## config.mk

```make
export PLATFORM = sky130hd
export DESIGN_NAME = usiq_byte_packer
export DESIGN_NICKNAME = d
export VERILOG_FILES = /design/src/rtl/usiq_byte_packer.sv
export SDC_FILE = /design/constraint.sdc
export NUM_CORES = 1
export LEC_CHECK = 0
export CORE_MARGIN = 2
export CORE_UTILIZATION = 50
export CTS_BUF_LIST = sky130_fd_sc_hd__clkbuf_4 sky130_fd_sc_hd__clkbuf_8
export CTS_CLUSTER_SIZE = 10
export DETAILED_ROUTE_END_ITERATION = 10
export PLACE_DENSITY = 0.83
export SLEW_MARGIN = 20
export SYNTH_ARGS = -nofsm -noshare
export SYNTH_HDL_FRONTEND = slang
export SYNTH_SLANG_ARGS = --single-unit
```

## constraint.sdc

```tcl
create_clock -name clk -period 4.2 [get_ports clk]
set_input_delay 1.05 -clock clk [delete_from_list [all_inputs] [get_ports clk]]
set_output_delay 1.05 -clock clk [all_outputs]
set_load 0.005 [all_outputs]
```

## src/rtl/usiq_byte_packer.sv

```systemverilog
// Packs 24-bit IQ samples from a showahead FIFO into an MSB-first byte stream, in bursts of BURST samples.
// Optional macro USIQ_SYNC_EN prefixes every burst with three 0x7F sync bytes.
module usiq_byte_packer #(
  parameter int unsigned BURST = 63
) (
  input  logic        clk,
  input  logic        rst_n,
  input  logic [23:0] us_tdata,
  input  logic        us_tvalid,
  output logic        us_tready,
  input  logic        us_tlast,
  input  logic [1:0]  us_tuser,
  input  logic [10:0] us_tlength,
  output logic [7:0]  tx_tdata,
  output logic        tx_tvalid,
  input  logic        tx_tready,
  output logic        tx_tlast,
  output logic [1:0]  tx_tuser
);

  localparam int unsigned CLOG = $clog2(BURST + 1);
  localparam int unsigned CW   = (CLOG < 6) ? 6 : CLOG;

`ifdef USIQ_SYNC_EN
  typedef enum logic [2:0] {S_IDLE, S_SYNC, S_LOAD, S_B2, S_B1, S_B0} state_t;
`else
  typedef enum logic [2:0] {S_IDLE, S_LOAD, S_B2, S_B1, S_B0} state_t;
`endif

  state_t          state_q, state_d;
  logic [23:0]     samp_q, samp_d;
  logic [1:0]      user_q, user_d;
  logic            last_q, last_d;
  logic [CW-1:0]   cnt_q, cnt_d;
  logic [CW-1:0]   cnt_inc;
`ifdef USIQ_SYNC_EN
  logic [1:0]      sync_q, sync_d;
`endif

  assign cnt_inc = cnt_q + CW'(1);

  always_ff @(posedge clk or negedge rst_n) begin
    if (!rst_n) begin
      state_q <= S_IDLE;
      samp_q  <= '0;
      user_q  <= '0;
      last_q  <= 1'b0;
      cnt_q   <= '0;
`ifdef USIQ_SYNC_EN
      sync_q  <= '0;
`endif
    end else begin
      state_q <= state_d;
      samp_q  <= samp_d;
      user_q  <= user_d;
      last_q  <= last_d;
      cnt_q   <= cnt_d;
`ifdef USIQ_SYNC_EN
      sync_q  <= sync_d;
`endif
    end
  end

  // Byte outputs decode directly from registered state and captured sample,
  // so the async reset clears them in the same cycle.
  always_comb begin
    state_d   = state_q;
    samp_d    = samp_q;
    user_d    = user_q;
    last_d    = last_q;
    cnt_d     = cnt_q;
`ifdef USIQ_SYNC_EN
    sync_d    = sync_q;
`endif
    us_tready = 1'b0;
    tx_tdata  = '0;
    tx_tvalid = 1'b0;
    tx_tlast  = 1'b0;
    tx_tuser  = '0;
    case (state_q)
      S_IDLE: begin
        cnt_d = '0;
        if (us_tlength >= 11'(BURST)) begin
`ifdef USIQ_SYNC_EN
          sync_d  = '0;
          state_d = S_SYNC;
`else
          state_d = S_LOAD;
`endif
        end
      end
`ifdef USIQ_SYNC_EN
      S_SYNC: begin
        tx_tvalid = 1'b1;
        tx_tdata  = 8'h7F;
        if (tx_tready) begin
          if (sync_q == 2'd2) state_d = S_LOAD;
          else                sync_d  = sync_q + 2'd1;
        end
      end
`endif
      S_LOAD: begin
        us_tready = us_tvalid;
        if (us_tvalid) begin
          samp_d  = us_tdata;
          user_d  = us_tuser;
          cnt_d   = cnt_inc;
          last_d  = us_tlast || (cnt_inc >= CW'(BURST));
          state_d = S_B2;
        end
      end
      S_B2: begin
        tx_tvalid = 1'b1;
        tx_tdata  = samp_q[23:16];
        tx_tuser  = user_q;
        if (tx_tready) state_d = S_B1;
      end
      S_B1: begin
        tx_tvalid = 1'b1;
        tx_tdata  = samp_q[15:8];
        tx_tuser  = user_q;
        if (tx_tready) state_d = S_B0;
      end
      S_B0: begin
        tx_tvalid = 1'b1;
        tx_tdata  = samp_q[7:0];
        tx_tuser  = user_q;
        tx_tlast  = last_q;
        if (tx_tready) begin
          if (last_q) begin
            cnt_d   = '0;
            state_d = S_IDLE;
          end else begin
            state_d = S_LOAD;
          end
        end
      end
      default: state_d = S_IDLE;
    endcase
  end

endmodule

```

# After elaboration in Yosys (flattened, before gate mapping)
# Index checks and enable logic that the tools add are counted.
[classes]
addsub = 1
magnitude_cmp = 2
eq_ne = 10
muxes = 16
reduce_logical = 7
[op_table]
columns = ["op", "count"]
rows = [
  ["8-bit one-hot mux with 3 select lines", 1],
  ["6-bit 2-to-1 mux", 3],
  ["6-bit one-hot mux with 3 select lines", 1],
  ["3-bit 2-to-1 mux", 5],
  ["3-bit one-hot mux with 5 select lines", 1],
  ["2-bit inequality test, second input constant", 6],
  ["11-bit by 6-bit greater-or-equal comparator with 1-bit output, second input constant", 1],
  ["6-bit by 1-bit adder with 6-bit output, second input constant", 1],
  ["3-bit by 2-bit == test with 1-bit output, second input constant", 2],
  ["6-bit greater-or-equal comparator, second input constant", 1],
  ["5-bit AND reduction", 1],
  ["1-bit 2-to-1 mux", 4],
  ["4-bit AND reduction", 1],
  ["3-bit by 1-bit == test with 1-bit output, second input constant", 1],
  ["3-bit == test, second input constant", 1],
  ["3-bit logical NOT", 1],
  ["3-bit nonzero test", 1],
  ["3-bit OR reduction", 1],
  ["2-bit 2-to-1 mux", 1],
  ["2-bit AND reduction", 1],
  ["1-bit logical OR", 1],
]
[totals]
register_bits = 36
output_inout_bits = 13

# Longest topological paths before layout
# Gate-level depths: netlist of run 1.
[logic_depth]
ltp_word = 3
ltp_mapped = 5
mapped_depth_nobuf = 5

# Least setup slack after synthesis of run 1
# No wires, ideal clock.
[synth_path]
kind = "input to output"
start = "in us_tvalid"
end = "out us_tready"
arrival_ns = 1.502
path_slack_ns = 1.648
stages = 3
path_cell_list = "nand2b_2 > nor2_8 > buf_6"
[synth_via]
elab_chain_len = 1
[synth_lines]
columns = ["item", "line", "source"]
rows = [
  ["start, declared", "9", "input logic us_tvalid,"],
  ["1-bit 2-to-1 mux", "80", "case (state_q)"],
  ["end, declared", "10", "output logic us_tready,"],
]
# Every way passes these cells.

# Worst setup path in the final report of run 1
[layout_path]
start = "reg state_q[2]"
end = "out tx_tdata[3]"
[layout_via]
elab_chain_len = 2
[layout_lines]
columns = ["item", "line", "source"]
rows = [
  ["start, declared", "30", "state_t state_q, state_d;"],
  ["start signal, assigned", "53", "state_q <= state_d;"],
  ["3-bit == test / 3-bit by 2-bit == test with 1-bit output (equally long branches)", "80", ""],
  ["8-bit one-hot mux with 3 select lines *", "80", ""],
  ["end, declared", "14", "output logic [7:0] tx_tdata,"],
]
# Every way passes the cells marked *; elsewhere a longest branch is shown, timed or not.

==> results of run 1 <==
-- metal layers --
| layer | vias to the layer above | track usage, % | wire length, um |
|---|---|---|---|
| met3 | 5 | 6.419 | 244 |
| met1 | 676 | 28.84 | 1893 |
| met2 | 46 | 32.25 | 1977 |
| met5 | - | 0 | 0 |
| met4 | 0 | 5.357 | 47 |
| li1 | 693 | - | - |
-- Yosys cell counts, drive strengths merged --
master | number | area, um^2
nand2b | 2 | 22.52
a31oi | 2 | 27.53
or3 | 1 | 6.260
or2 | 1 | 6.260
a2bb2oi | 1 | 8.760
a21oi | 4 | 20.02
o211ai | 1 | 7.510
dfrtp | 36 | 900.9
mux2 | 26 | 371.6
o2111ai | 1 | 15.01
ha | 2 | 25.02
a21boi | 1 | 7.510
and2 | 1 | 6.260
nor2b | 2 | 12.51
clkbuf | 4 | 15.01
nand4 | 3 | 18.77
xnor2 | 3 | 26.28
nand2 | 13 | 48.80
nor2 | 6 | 38.79
nand3b | 3 | 22.52
and3 | 3 | 18.77
nor4b | 1 | 8.760
buf | 5 | 67.56
a22oi | 9 | 67.56
inv | 9 | 33.78
nand3 | 2 | 10.01
o21ai | 14 | 70.06
o32ai | 1 | 8.760
o31ai | 1 | 12.51
mux2i | 2 | 20.02
nor4 | 2 | 12.51
and2b | 2 | 15.01
-- state kept, by name (all words and copies together) (netlist names) --
signal / flops
user_q: 2
state_q: 3
cnt_q: 6
samp_q: 24
last_q: 1
-- stage by stage --
step / area, um^2 / utilization [%] / std cells
2_1_floorplan: 1953 / - / 164
3_3_place_gp: 2486 / 66.90 / 259
3_5_place_dp: 2486 / 66.90 / 259
4_1_cts: 2574 / 69.26 / 267
5_1_grt: 2574 / 69.26 / 267
6_report: 2574 / 69.26 / 267
-- worst max-delay path, delay by kind of cell, from the launching register on --
| family | cells | cell delay [ps] |
|---|---|---|
| AND/OR/NAND/NOR | 3 | 990 |
| buffers and inverters | 1 | 550 |
| flip-flops | 1 | 490 |
| AO/OA/AOI/OAI | 1 | 120 |
-- final cells by class --
cell class                 instances  area, um^2  share of cell area (%)
tap                               48       60.06                   2.333
multi-input combinational        110       935.9                   36.36
timing repair buffer              56       555.5                   21.58
clock buffer                       5       68.82                   2.674
inverter                           9       33.78                   1.313
sequential                        36       900.9                   35.00
clock inverter                     3       18.77                  0.7292
-- logic make-up after synthesis --
kind of cell / count (synthesis) / synth area share, %
AO/OA/AOI/OAI: 35 / 12.56
XOR/XNOR: 3 / 1.346
adder cells (fa/ha/maj): 2 / 1.281
buffers and inverters: 18 / 5.957
flip-flops: 36 / 46.12
multiplexers: 28 / 20.05
AND/OR/NAND/NOR: 42 / 12.68
-- worst max path at each step --
stage	cells after the start	startpoint	end	slack (ps)
after floorplan	3	us_tvalid	us_tready	1650
after global placement	4	us_tvalid	us_tready	830
after detailed placement	4	us_tvalid	us_tready	830
after CTS	5	state_q[2]	tx_tdata[3]	740
after global routing	5	state_q[2]	tx_tdata[1]	530
final	5	state_q[2]	tx_tdata[3]	710
-- power groups by stage --
stage | Combinational [mW] | Sequential (mW) | Clock [mW]
after floorplan | 0.618 | 0.596 | 0
after global placement | 0.783 | 0.658 | 0
after detailed placement | 0.803 | 0.662 | 0
after CTS | 0.808 | 0.661 | 0.247
after global routing | 0.866 | 0.685 | 0.267
final | 0.803 | 0.662 | 0.244
-- cells in the final DEF (no fill, tap or decap), drive strengths merged, types with 4 or more instances in the layout --
cell type	n
clkdlybuf4s50	54
dfrtp	36
mux2	26
o21ai	14
nand2	13
a22oi	9
inv	9
nor2	6
clkbuf	5
a21oi	4
==> metrics.md, run 1 <==
| Metric | Value |
|---|---|
| Setup ws final | `706.3 ps` |
| Ant. Diodes | `0` |
| Number of global-route vias before repair | `1400` |
| Register area share after synthesis | `46.12%` |
| CP max-delay cell | `clkdlybuf4s50_1` |
| Worst hold endpoint | `samp_q[4]` |
| Sw frac | `34.95%` |
| NumNets Final | `262` |
| Mean Syn Cell Area | `about 12 um^2` |
| Global-route wire length before repair | `between 6000 and 7000 um` |
| CTS buffer count | `5` |
| Setup TNS | `0 ps` |
| Root buffer cell | `clkbuf_8` |
| DR vias | `roughly 1.4k` |
| Sequential Power Share | `~39%` |
| Hold Fails Final Rpt | `0` |
| Layout area overhead | `31.77%` |
| Via density | `5.318` |
| PostCTS Resize Cnt | `0` |
| Fill count | `279` |
| Final setup vio count | `0` |
| Clock sink count | `36` |
| DP HPWL | `just under 3000 um` |
| Actual slew at the worst max-slew pin | `546.6 ps` |
| Count of hold-fix buffers inserted at cts | `0` |
| Routed WL per cell | `around 16 um` |
| R2r setup slk | `between 2000 and 2500 ps` |
| DRT Pass-1 Iters | `4` |
| Synth warn | `0` |
| Power per cell area | `664.1 nW/um^2` |
| CP Cell Sequence | `and2b_1, and2_1, nand2_1, o21ai_0, clkdlybuf4s50_1` |
| Mapped Cells | `164` |
| R2R Path Start | `state_q[0]` |
| Largest net degree at the start of global routing | `37` |
| Clk pwr share | `14.3%` |
| Initial antenna violation count | `0` |
| Post-synthesis cell area | `1953 um^2` |
| Slew margin rel. | `63.56%` |
| Worst reg-to-reg path cell count | `4` |
| GRT Util Overall | `a little over a fifth` |
| Tmin final | `roughly 3500 ps` |
| Reg2reg end | `samp_q[16]` |
| Share of cells above drive strength 1 | `about a fifth` |
| Die Ht | `66.50 um` |
| Hold path depth | `1` |
| Crit-path max FO | `13` |
| Max_cap viols | `0` |
| Iteration-0 DRC Markers | `97` |
| Capturing element type of the critical path | `output pin` |
| Critical Path RT | `3150 ps` |
| Fin crit share | `83.18%` |
| Initial Util | `a little over half` |
| Slew Viols, Final | `0` |
| H-tree depth | `2` |
| Synth unique cells | `40` |
| Total power | `1.709 mW` |
| Reg clk slew, reported paths | `70 ps` |
| Internal power | `1.112 mW` |
| Synthesized flop and latch total | `36` |
| RSZ-0062 raised after global routing | `false` |
| Layout Skew | `3.355 ps` |
| Detail Route Antenna Nets | `0` |
| Clock Path Buffers | `2` |
| CTS tree | `built` |
| GP Congestion | `0.7847` |
| Hold Path Origin | `samp_q[4]` |
| Delay of the slowest cell on the worst path | `550 ps` |
| Die X | `66.50 um` |
| Clk_lat worst skew | `290 ps` |
| Min Hold Slack | `512.0 ps` |
| Total core area | `about 3700 um^2` |
| I/O pins | `55` |
| Cell Rows | `22` |
| Pleak | `1.086 nW` |
| Post-CTS Setup Inserts | `0` |
| Mapped Nets | `208` |
| Outcome | `completed` |
| Critical path class | `reg2out` |
| DRC Markers | `0` |
| Dpl ws | `828.9 ps` |
| Sw Pwr | `0.5975 mW` |
| Die area | `about 4400 um^2` |
| Hold WC Path Type | `reg2reg` |
| CP Data Arrival Time | `around 2400 ps` |
| Logic gate share of total power | `47.0%` |
| VDD IR-drop max | `0.0003519 V` |
| Routed WL | `4163 um` |
| Gr ovfl total | `0` |
| Startpoint Class | `flip-flop` |
| Fmax | `286.2 MHz` |
| Port Buf Inserts | `54` |
Note: power is estimated with default switching activity, not from simulation.
==> run 2, diff against run 1 <==
Settings changed: CORE_UTILIZATION 50 to 49, PLACE_DENSITY 0.83 to 0.82.
Clock period 4.2 ns to 3.55 ns, I/O delays scaled along.
==> metrics.md, run 2 (synthesis results as in run 1) <==
| Metric | Value |
|---|---|
| Crit-path max FO | `13 (unchanged)` |
| Via density | `5.307 (-0.21%)` |
| Critical Path RT | `2660 ps (-490 ps)` |
| Die Ht | `67.14 um (+0.95%)` |
| Dpl ws | `505.6 ps (-323.2 ps)` |
| Startpoint Class | `flip-flop` |
| Reg clk slew, reported paths | `70 ps (about the same)` |
| DRT Pass-1 Iters | `4 (unchanged)` |
| H-tree depth | `2 (unchanged)` |
| Max FFs per register | `24 (unchanged)` |
| Initial Util | `52.17% (-0.39 points)` |
| Power per cell area | `800.4 nW/um^2 (+21%)` |
| Setup TNS | `0 ps (unchanged)` |
| Hold path depth | `1 (unchanged)` |
| Critical path class | `reg2out` |
| Gr ovfl total | `0 (unchanged)` |
| Largest net degree at the start of global routing | `37 (unchanged)` |
| Top Registers | `samp_q x24, cnt_q x6, state_q x3` |
| Most frequent cells in the layout | `54 x clkdlybuf4s50_1, 36 x dfrtp_1, 21 x mux2_4, 13 x nand2_1, 13 x o21ai_0` |
| RSZ-0062 raised after global routing | `false` |
| DRC Markers | `0 (unchanged)` |
| Routed WL | `3900 um (-6.3%)` |
| VDD IR-drop max | `0.0004763 V (+35%)` |
| Setup ws final | `307.6 ps (-398.7 ps)` |
| Die area | `4507 um^2 (+1.9%)` |
| GP Congestion | `0.7762 (-1.1%)` |
| R2R Path Start | `state_q[0]` |
| Commonest non-fill, non-tap cell in the layout | `clkdlybuf4s50_1` |
| CTS tree | `built` |
| Ant. Diodes | `0 (unchanged)` |
| Fin crit share | `between 90% and 100%` |
| CTS buffer count | `5 (unchanged)` |
| GRT Util Overall | `20.59% (-0.37 points)` |
| Clock Path Buffers | `2 (unchanged)` |
| Clock sink count | `36 (unchanged)` |
| Outcome | `completed` |
| Hold Fails Final Rpt | `0 (unchanged)` |
| Slew margin rel. | `65.16% (+1.6 points)` |
| Crit path from | `state_q[2]` |
| Final cell count without fillers | `267 (unchanged)` |
| Share of cells above drive strength 1 | `20.09% (unchanged)` |
| Detail Route Antenna Nets | `0 (unchanged)` |
| Crit path capture | `tx_tdata[2]` |
| Routed WL per cell | `14.61 um (-6.3%)` |
| Reg2reg end | `samp_q[17]` |
| Count of hold-fix buffers inserted at cts | `0 (unchanged)` |
| Largest Register | `samp_q` |
| Placed cells | `259 (unchanged)` |
| Layout Skew | `9.028 ps (+5.673 ps)` |
| Root buffer cell | `clkbuf_8` |
| Initial antenna violation count | `0 (unchanged)` |
| DP HPWL | `2825 um (-5.2%)` |
| R2r setup slk | `1620 ps (-600 ps)` |
| Total power | `2.079 mW (+22%)` |
| Tmin final | `3242 ps` |
| Pleak | `1.097 nW (+0.99%)` |
| NumNets Final | `262 (unchanged)` |
| Post-CTS Setup Inserts | `0 (unchanged)` |
| Global-route wire length before repair | `6782 um (-1.0%)` |
| CP Data Arrival Time | `2350 ps (-90 ps)` |
| Slew Viols, Final | `0 (unchanged)` |
| Clk_lat worst skew | `290 ps (about the same)` |
| I/O pins | `55 (unchanged)` |
| PostCTS Resize Cnt | `0 (unchanged)` |
| Total core area | `3744 um^2 (+0.74%)` |
| Number of global-route vias before repair | `1443 (+3.1%)` |
| Worst reg-to-reg path cell count | `4 (unchanged)` |
| Fmax | `308.4 MHz` |
| Actual slew at the worst max-slew pin | `522.7 ps (-23.89 ps)` |
| Max_cap viols | `0 (unchanged)` |
| DR vias | `1417 (-0.21%)` |
| Fill count | `289 (+3.6%)` |
| Iteration-0 DRC Markers | `83 (-14%)` |
| Cell Rows | `22 (unchanged)` |
| Capturing element type of the critical path | `output pin` |
| Layout area overhead | `32.99%` |
| Hold WC Path Type | `reg2reg` |
| Port Buf Inserts | `54 (unchanged)` |
| Die X | `67.14 um (+0.95%)` |
| Final setup vio count | `0 (unchanged)` |
==> run 2: metrics by stage <==
stage | instance area (um^2) | hold slack [ps] | utilization (%)
3_5_place_dp | 2486 | 490.1 | 66.41
5_1_grt | 2597 | 527.6 | 69.38
4_1_cts | 2597 | 511.6 | 69.38
3_3_place_gp | 2486 | 483.9 | 66.41
6_report | 2597 | 504.0 | 69.38
2_1_floorplan | 1953 | 473.9 | -
==> run 2: cell type report <==
class,instances,area (um^2),area share [%]
timing repair buffer,56,555.5,21.39
inverter,9,33.78,1.301
clock buffer,6,76.32,2.938
tap,48,60.06,2.312
multi-input combinational,110,935.9,36.03
clock inverter,2,35.03,1.349
sequential,36,900.9,34.68
==> run 2: metal layers <==
layer	share of wire, %	track usage [%]	wire (um)	vias to the layer above
met4	1.5	6.888	59	0
met1	45	26.87	1747	679
met3	5.4	6.167	212	5
li1	-	-	-	693
met2	48	32.80	1880	40
met5	0	0	0	-
==> run 2: where the power goes <==
group          switching, mW  internal (mW)
clock                  0.146          0.216
sequential             0.178          0.602
combinational          0.361          0.576
total                  0.685           1.39
==> run 2: worst max-delay path, cell delays in order, from the launching register on <==
cell	delay, ps
dfrtp_1	500
and2b_1	480
and2_1	350
nand2_1	80
o21ai_0	100
clkdlybuf4s50_1	550
==> run 2: how the worst min path moves through the flow <==
stage	from	to	slack [ps]
finish	user_q[0]	user_q[0]	500
global route	samp_q[2]	samp_q[2]	530
CTS	user_q[0]	user_q[0]	510
detailed placement	user_q[1]	user_q[1]	490
global placement	user_q[1]	user_q[1]	480
floorplan	user_q[0]	user_q[0]	470
==> run 3, diff against run 2 <==
Settings changed: CORE_MARGIN 2 to unset.
==> metrics.md, run 3 (synthesis results as in run 1) <==
| Metric | Value |
|---|---|
| Outcome | `completed` |
| Detail Route Antenna Nets | `0 (unchanged)` |
| PostCTS Resize Cnt | `0 (unchanged)` |
| Ant. Diodes | `0 (unchanged)` |
| Slew Viols, Final | `0 (unchanged)` |
| DRC Markers | `0 (unchanged)` |
| Critical path class | `reg2out` |
| RSZ-0062 raised after global routing | `false` |
| Crit path max-delay family | `simple AND/OR/NAND/NOR gates` |
| Most frequent cells in the layout | `54 x clkdlybuf4s50_1, 36 x dfrtp_1, 21 x mux2_4, 13 x nand2_1, 13 x o21ai_0` |
| Share of cells above drive strength 1 | `20.45% (+0.36 points)` |
| Number of global-route vias before repair | `1431 (-0.83%)` |
| Final setup vio count | `0 (unchanged)` |
| Hold Fails Final Rpt | `0 (unchanged)` |
| Routed WL | `4062 um (+4.2%)` |
| H-tree depth | `2 (unchanged)` |
| Post-DP Area | `2494 um^2 (+0.30%)` |
| Sequential cell area | `900.9 um^2 (unchanged)` |
| Die area | `4243 um^2 (-5.9%)` |
| Max FFs per register | `24 (unchanged)` |
| Clock Path Buffers | `2 (unchanged)` |
| CTS tree | `built` |
| Die X | `65.14 um (-3.0%)` |
| Cell Rows | `22 (unchanged)` |
| Fmax | `324.1 MHz (+5.1%)` |
| Capturing element type of the critical path | `output pin` |
| Count of hold-fix buffers inserted at cts | `0 (unchanged)` |
| Multi-input logic area | `935.9 um^2 (unchanged)` |
| Fill count | `290 (+0.35%)` |
| Largest Register | `samp_q` |
| VDD IR-drop max | `0.0004168 V (-12%)` |
| DP HPWL | `2878 um (+1.9%)` |
| DR vias | `1435 (+1.3%)` |
| Port Buf Inserts | `54 (unchanged)` |
| CP max-delay cell | `clkdlybuf4s50_1` |
| Total power | `2.035 mW (-2.1%)` |
| Hold WC Path Type | `reg2reg` |
| Post-CTS Setup Inserts | `0 (unchanged)` |
| Global-route wire length before repair | `6665 um (-1.7%)` |
| Root buffer cell | `clkbuf_8` |
| Crit-path max FO | `13 (unchanged)` |
| NumNets Final | `263 (+0.38%)` |
| Reg clk slew, reported paths | `70 ps (about the same)` |
| Tmin final | `3086 ps (-156.5 ps)` |
| CP Cell Sequence | `and2b_1, and2_1, nand2_1, o21ai_0, clkdlybuf4s50_1` |
| GP Congestion | `0.8528 (+9.9%)` |
| Pleak | `1.094 nW (-0.23%)` |
| Actual slew at the worst max-slew pin | `570.6 ps (+47.97 ps)` |
| Initial antenna violation count | `0 (unchanged)` |
| Clk_lat worst skew | `290 ps (about the same)` |
| CP Data Arrival Time | `2200 ps (-150 ps)` |
| Critical Path RT | `2660 ps (about the same)` |
| Setup TNS | `0 ps (unchanged)` |
| Initial Util | `52.17% (unchanged)` |
| Top Registers | `samp_q x24, cnt_q x6, state_q x3` |
| Layout Skew | `4.886 ps (-4.142 ps)` |
| Power per cell area | `787.0 nW/um^2 (-1.7%)` |
| Fin crit share | `86.93% (-4.4 points)` |
| Slew margin rel. | `61.96% (-3.2 points)` |
| Iteration-0 DRC Markers | `87 (+4.8%)` |
| CTS buffer count | `5 (unchanged)` |
| Delay of the slowest cell on the worst path | `550 ps (about the same)` |
| I/O pins | `55 (unchanged)` |
| Die Ht | `65.14 um (-3.0%)` |
| Routed WL per cell | `15.16 um (+3.8%)` |
| Largest net degree at the start of global routing | `37 (unchanged)` |
| Post-layout util | `69.08% (-0.30 points)` |
| Crit path buffers/inverters | `1 (unchanged)` |
| Gr ovfl total | `0 (unchanged)` |
| GRT Util Overall | `21.25% (+0.67 points)` |
| Via density | `5.354 (+0.89%)` |
| Startpoint Class | `flip-flop` |
| Layout area overhead | `32.42%` |
| Cell area after layout | `2586 um^2 (-0.43%)` |
| Commonest non-fill, non-tap cell in the layout | `clkdlybuf4s50_1` |
| DRT Pass-1 Iters | `4 (unchanged)` |
| R2r setup slk | `1550 ps (-70 ps)` |
| Clock sink count | `36 (unchanged)` |
| Total core area | `3744 um^2 (unchanged)` |
| Max_cap viols | `0 (unchanged)` |
==> run 3: changes by cell type in the layout (fill, tap and decap cells not counted), sizes merged <==
cell and delta:
buf +1, bufinv -1, clkinv +1
==> run 3: final cells by class <==
| class | instances | area share [%] |
|---|---|---|
| clock buffers | 6 | 3.193 |
| clock inverters | 2 | 0.3870 |
| inverters | 9 | 1.306 |
| multi-input cells | 110 | 36.19 |
| flip-flops and latches | 36 | 34.83 |
| well taps | 48 | 2.322 |
| repair buffers | 57 | 21.77 |
==> run 3: report_power, final <==
part / switching (mW) / leakage (nW) / internal [mW] / total (mW)
registers: 0.177 / 0.438 / 0.602 / 0.779
logic: 0.374 / 0.605 / 0.585 / 0.959
clock network: 0.142 / 0.0510 / 0.155 / 0.297
total: 0.694 / 1.09 / 1.34 / 2.04
==> run 3: through the flow <==
step	hold WS [ps]	instances	setup WS, ps
after global placement	483.7	260	522.4
after global routing	524.5	268	265.9
after detailed placement	486.3	260	497.1
after CTS	508.4	268	429.7
final	508.0	268	464.1
after floorplan	473.9	164	1323
==> run 3: layer usage <==
metal / track usage [%] / part of all wire (%) / up-vias
met5: 0 / 0 / -
met4: 7.880 / 1.3 / 0
met3: 5.556 / 3.9 / 8
met2: 34.77 / 47 / 40
met1: 27.08 / 48 / 697
li1: - / - / 690
==> run 3: final timing paths <==
path / startpoint / to / cells after the start
setup / recovery: state_q[2] / tx_tdata[1] / 5
hold / removal: user_q[0] / user_q[0] / 1
setup reg to reg: state_q[0] / samp_q[18] / 4
hold reg to reg: user_q[0] / user_q[0] / 1
max in group asynchronous: rst_n / samp_q[19] / 2
min in group asynchronous: rst_n / state_q[1] / 2
